--- src/rtl/stopwatch_pkg.sv ---
// stopwatch_pkg: shared state encoding and per-digit limits for the SS.hh stopwatch
package stopwatch_pkg;

    typedef enum logic [1:0] {
        ST_IDLE  = 2'd0,
        ST_RUN   = 2'd1,
        ST_PAUSE = 2'd2
    } state_e;

    localparam logic [3:0] HUND_MAX  = 4'd9;
    localparam logic [3:0] TENTH_MAX = 4'd9;
    localparam logic [3:0] SEC_U_MAX = 4'd9;
    localparam logic [3:0] SEC_T_MAX = 4'd5;

endpackage

--- src/rtl/bcd_digit.sv ---
// bcd_digit: one BCD digit counter with synchronous clear and carry-out
// Ports:
//   SysClk, Reset : clock and synchronous active-high reset
//   clr           : force the digit to 0 on the next edge
//   inc           : advance the digit by one on the next edge
//   max           : last value before the digit rolls over to 0
//   q             : current digit value (registered)
//   carry         : inc & (q == max), feeds the next digit's inc
module bcd_digit (
    input  logic       SysClk,
    input  logic       Reset,
    input  logic       clr,
    input  logic       inc,
    input  logic [3:0] max,
    output logic [3:0] q,
    output logic       carry
);

    logic [3:0] q_q, q_d;

    always_comb begin
        carry = inc & (q_q == max);
        q_d   = (clr || carry) ? 4'd0 : inc ? q_q + 4'd1 : q_q;
    end

    always_ff @(posedge SysClk) begin
        if (Reset) q_q <= 4'd0;
        else       q_q <= q_d;
    end

    assign q = q_q;

endmodule

--- src/rtl/stopwatch_bcd4.sv ---
// stopwatch_bcd4: four-digit BCD stopwatch (SS.hh) driving a 4x7 segment display controller
// Ports:
//   SysClk, Reset            : clock and synchronous active-high reset
//   StartStop, Clear, Lap    : debounced button levels (rising edges act)
//   Digit1..Digit4           : tens of seconds, seconds, tenths, hundredths
//   Dp0..Dp3                 : decimal points; Dp1 lit, Dp3 blinks while running
//   Running                  : high in RUN
//   Wrap                     : one-cycle pulse on 59.99 -> 00.00
// Build option: define STOPWATCH_LAP_HOLD_EN to add the lap-freeze display register.
module stopwatch_bcd4
    import stopwatch_pkg::*;
#(
    parameter int TICK_DIV = 500000,
    parameter int PRESC_W  = 24
) (
    input  logic       SysClk,
    input  logic       Reset,
    input  logic       StartStop,
    input  logic       Clear,
    input  logic       Lap,
    output logic [3:0] Digit1,
    output logic [3:0] Digit2,
    output logic [3:0] Digit3,
    output logic [3:0] Digit4,
    output logic       Dp0,
    output logic       Dp1,
    output logic       Dp2,
    output logic       Dp3,
    output logic       Running,
    output logic       Wrap
);

    state_e             state_q, state_d;
    logic [PRESC_W-1:0] presc_q, presc_d;
    logic               ss_prev_q, clr_prev_q, wrap_q;
    logic               ss_rise, clr_rise, count_en, tick, clear_go;
    logic [3:0]         d1, d2, d3, d4;
    logic               c1, c2, c3, c4;
    logic               run;

    // A StartStop rise in RUN pauses on that edge, so the prescaler holds
    // its value and a resumed partial period continues where it stopped.
    always_comb begin
        ss_rise  = StartStop & ~ss_prev_q;
        clr_rise = Clear & ~clr_prev_q;
        run      = state_q == ST_RUN;
        count_en = run && !ss_rise;
        tick     = count_en && presc_q == PRESC_W'(TICK_DIV - 1);
        clear_go = state_q == ST_PAUSE && clr_rise;
        presc_d  = (state_q == ST_IDLE || clear_go || tick) ? '0 :
                   count_en ? presc_q + PRESC_W'(1) : presc_q;
    end

    always_comb begin
        state_d = state_q;
        case (state_q)
            ST_IDLE:  state_d = ss_rise ? ST_RUN : ST_IDLE;
            ST_RUN:   state_d = ss_rise ? ST_PAUSE : ST_RUN;
            ST_PAUSE: state_d = clr_rise ? ST_IDLE : ss_rise ? ST_RUN : ST_PAUSE;
            default:  state_d = ST_IDLE;
        endcase
    end

    always_ff @(posedge SysClk) begin
        if (Reset) begin
            state_q    <= ST_IDLE;
            presc_q    <= '0;
            ss_prev_q  <= 1'b0;
            clr_prev_q <= 1'b0;
            wrap_q     <= 1'b0;
        end else begin
            state_q    <= state_d;
            presc_q    <= presc_d;
            ss_prev_q  <= StartStop;
            clr_prev_q <= Clear;
            wrap_q     <= c1;
        end
    end

    bcd_digit u_hund  (.SysClk(SysClk), .Reset(Reset), .clr(clear_go), .inc(tick), .max(HUND_MAX),  .q(d4), .carry(c4));
    bcd_digit u_tenth (.SysClk(SysClk), .Reset(Reset), .clr(clear_go), .inc(c4),   .max(TENTH_MAX), .q(d3), .carry(c3));
    bcd_digit u_sec_u (.SysClk(SysClk), .Reset(Reset), .clr(clear_go), .inc(c3),   .max(SEC_U_MAX), .q(d2), .carry(c2));
    bcd_digit u_sec_t (.SysClk(SysClk), .Reset(Reset), .clr(clear_go), .inc(c2),   .max(SEC_T_MAX), .q(d1), .carry(c1));

    assign Dp0     = 1'b0;
    assign Dp1     = 1'b1;
    assign Dp2     = 1'b0;
    assign Running = run;
    assign Wrap    = wrap_q;

`ifdef STOPWATCH_LAP_HOLD_EN
    logic        lap_prev_q, frozen_q, frozen_d;
    logic [15:0] disp_q, disp_d;
    logic        lap_rise, freeze, release_hold;

    // Freeze captures the live count; any second Lap rise, a pause or a
    // Clear rise lets the display track the live count again.
    always_comb begin
        lap_rise     = Lap & ~lap_prev_q;
        freeze       = !frozen_q && run && lap_rise;
        release_hold = frozen_q && (lap_rise || (run && ss_rise) || clr_rise);
        frozen_d     = release_hold ? 1'b0 : freeze ? 1'b1 : frozen_q;
        disp_d       = freeze ? {d1, d2, d3, d4} : disp_q;
    end

    always_ff @(posedge SysClk) begin
        if (Reset) begin
            lap_prev_q <= 1'b0;
            frozen_q   <= 1'b0;
            disp_q     <= 16'h0000;
        end else begin
            lap_prev_q <= Lap;
            frozen_q   <= frozen_d;
            disp_q     <= disp_d;
        end
    end

    assign {Digit1, Digit2, Digit3, Digit4} = frozen_q ? disp_q : {d1, d2, d3, d4};
    assign Dp3 = frozen_q | (run & d3[0]);
`else
    logic lap_unused;
    assign lap_unused = Lap;
    assign {Digit1, Digit2, Digit3, Digit4} = {d1, d2, d3, d4};
    assign Dp3 = run & d3[0];
`endif

endmodule

--- config.mk ---
export PLATFORM = sky130hd
export DESIGN_NAME = stopwatch_bcd4
export DESIGN_NICKNAME = d
export VERILOG_FILES = /design/src/rtl/stopwatch_pkg.sv /design/src/rtl/bcd_digit.sv /design/src/rtl/stopwatch_bcd4.sv
export SDC_FILE = /design/constraint.sdc
export NUM_CORES = 1
export LEC_CHECK = 0
export CAP_MARGIN = 20
export CORE_AREA = 2 2 71 73
export CTS_CLUSTER_DIAMETER = 50
export CTS_CLUSTER_SIZE = 20
export DETAILED_ROUTE_END_ITERATION = 10
export DIE_AREA = 0 0 73 75
export PLACE_DENSITY = 0.81
export SYNTH_ARGS = -nofsm -noshare
export SYNTH_HDL_FRONTEND = slang
export SYNTH_SLANG_ARGS = --single-unit
--- constraint.sdc ---
create_clock -name SysClk -period 2.38 [get_ports SysClk]
set_input_delay 0.476 -clock SysClk [delete_from_list [all_inputs] [get_ports SysClk]]
set_output_delay 0.476 -clock SysClk [all_outputs]
set_load 0.01 [all_outputs]
==> flow_summary.json <==
{
  "yosys.area.top_type": "dfxtp_1",
  "numCtsBuffers": 5,
  "synth-seq-cells": 45,
  "antenna_found_initial": 0,
  "p_total_mw": 1.292,
  "cts_tree": "done",
  "clk_pin_slew_ns": 0.08,
  "clk_latency_ns": 0.30,
  "top_level_ports": 27,
  "post-cts-setup-buffer-count": 0,
  "antenna_cells": 0,
  "grt_pass1_vias": 1859,
  "routabilityCongestion": 0.8342,
  "ir_drop_mv": 0.3655,
  "cpLargestDelayFamily": "simple AND/OR/NAND/NOR gates",
  "synth_top_area_share_pct": 39.28,
  "ff2ff_setup_slack_ns": 0.21,
  "synthToLayoutAreaGrowth_pct": 21.71,
  "hold_viol": 0,
  "p_per_area_nw_per_um2": 462.7,
  "outcome": "completed",
  "critical_path.startpoint": "presc_q[15]",
  "drc": 0,
  "async_flop_share_pct": 0,
  "final_nets": 323,
  "hold_class": "input pin to flop",
  "drv_cap": 0,
  "portBuffers": 22,
  "fmax_mhz": 461.9,
  "grt-ovfl-total": 0,
  "rsz0062_at_grt": "no",
  "drt-initial-drc-count": 82,
  "synth.distinct_cells": 44,
  "yosysMostFrequentCell": "dfxtp_1",
  "dpl_worst_slack_ns": -0.3434,
  "die_w_um": 73,
  "postCtsHoldBufs": 0,
  "core_area_um2": 4661,
  "worstSetupPathType": "flop to flop",
  "first_pass_iters": 4,
  "grt_max_degree": 25,
  "setup_viol": 0,
  "post-route-period-util_pct": 90.97,
  "power_leakage_nw": 1.008,
  "critPathMaxFanout": 6,
  "yosys-top-cells-area": "dfxtp_1 (39%), xnor2_1 (5.7%), nor2_1 (5.2%)",
  "slowest_delay_ns": 0.47,
  "synthCells": 271,
  "layout-drive-gt1-share_pct": 11.00,
  "yosysWarnings": 0,
  "clock_skew_ns": 0.008471,
  "root_buffer": "clkbuf_8",
  "endpoint_kind": "flop",
  "synth_seq_area_share_pct": 39.28,
  "grt.total_usage_pct": 18.87,
  "avgSynthCellArea_um2": 8.463,
  "ant_nets": 0,
  "hold_start": "StartStop",
  "synthFlopType": "dfxtp_1",
  "grt_pass1_wl_mm": 8.121,
  "htree_levels": 2,
  "finalMaxSlewViolations": 0,
  "clkSinkCount": 45,
  "dpl.hpwl_mm": 3.563,
  "path_cells": "nor4bb_1, nand3_1, or3_4, or4_1, a21oi_1",
  "timing.slew.headroom_pct": 58.24,
  "dieArea_um2": 5475,
  "netlist_top_cells_count": "dfxtp_1 (45), nor2_1 (32), nand2_1 (26)",
  "r2r-start": "presc_q[15]",
  "fillers": 403,
  "via_per_inst": 5.485,
  "tightest_slew_ns": 0.6264,
  "netlist_area_um2": 2293,
  "start_util_pct": 49.21,
  "avgRoutedWirePerCell_um": 13.44,
  "rows": 25,
  "cp-start-kind": "flop",
  "cp.arrival_ns": 2.40,
  "fp.dieH_um": 75,
  "cpMaxStageDelayCell": "or3_4",
  "cp.required_ns": 2.61,
  "fin_crit_ns": 2.165,
  "synth_edf_count": 0,
  "vias": 1991,
  "setup_slack_ns": 0.2149,
  "wl_mm": 4.880,
  "path_buf_inv": 0,
  "clockBufferDepth": 2
}
-- per-layer routing --
layer  GRT usage (%)  vias up  wire length, um
li1                -     1024                -
met1           24.12      933             2383
met2           31.93       27             2302
met3           4.016        7              121
met4           6.173        0               72
met5               0        -                0
-- worst reg2reg max path, delay by kind of cell (launching register included) --
family,cells,cell delay [ns]
DFF,1,0.39
AOI/OAI and AO/OA,1,0.14
and+or+nand+nor,4,1.57
-- per-stage QoR --
stage                     cells  cell area, um^2  hold slack [ns]  setup TNS (ns)  utilization (%)
after detailed placement    355             2671           0.4683          -10.03            57.32
after global placement      355             2671           0.4581          -8.950            57.32
after CTS                   362             2761           0.4801               0            59.25
after floorplan             272             2297           0.4488               0                -
final                       363             2791           0.4568               0            59.89
after global routing        363             2791           0.5019               0            59.89
-- state kept, by name, indices dropped and copies added (netlist names), 2 cells and up --
name	flops
u_sec_u.q	4
state_q	2
u_hund.q	4
u_sec_t.q	4
presc_q	24
u_tenth.q	4
-- cell families after synthesis --
family | after synthesis | share of synthesized area, %
and+or+nand+nor | 136 | 31.75
DFF | 45 | 39.28
AOI/OAI and AO/OA | 33 | 9.275
xor gates and xnor gates | 22 | 8.402
buffers and inverters | 20 | 4.310
adders and majority gates | 9 | 4.910
muxes | 4 | 1.746
other | 2 | 0.3275
-- cell type report --
class / count / area, um^2 / area share [%]
Tap cell: 54 / 67.56 / 2.420
Multi-Input combinational cell: 207 / 1320 / 47.29
Clock buffer: 7 / 86.33 / 3.093
Timing Repair Buffer: 42 / 386.6 / 13.85
Sequential cell: 45 / 900.9 / 32.27
Inverter: 8 / 30.03 / 1.076
-- cells in the final DEF (no fill, tap or decap), drive strengths merged, types with 4 or more instances in the layout --
master         netlist  final
dfxtp               45     45
nor2                32     32
nand2               26     26
clkdlybuf4s50        0     21
buf                  8     20
xnor2               15     15
nand3               14     14
a21oi               14     14
nor3                13     13
nor4                10     10
ha                   9      9
inv                  8      8
and3                 7      7
xor2                 7      7
clkbuf               4      7
nor2b                5      5
o21a                 4      4
mux2i                4      4
or4                  4      4
-- timing repair --
item                       4_1_cts  5_1_grt
gates resized for setup          1        7
setup endpoints to repair        3       11
pin swaps                        0        2
gates cloned                     0        1
-- power breakdown --
group | leakage (nW) | switching, mW | internal (mW)
Sequential | 0.363 | 0.00345 | 0.756
Combinational | 0.601 | 0.0345 | 0.0266
Clock | 0.0443 | 0.240 | 0.230
-- path summary, 6_finish.rpt --
check,depth (start not counted),endpoint
setup / recovery,5,u_tenth.q[0]
hold / removal,2,ss_prev_q
setup reg to reg,5,u_tenth.q[0]
hold reg to reg,2,presc_q[1]
Note: power is estimated with default switching activity, not from simulation.
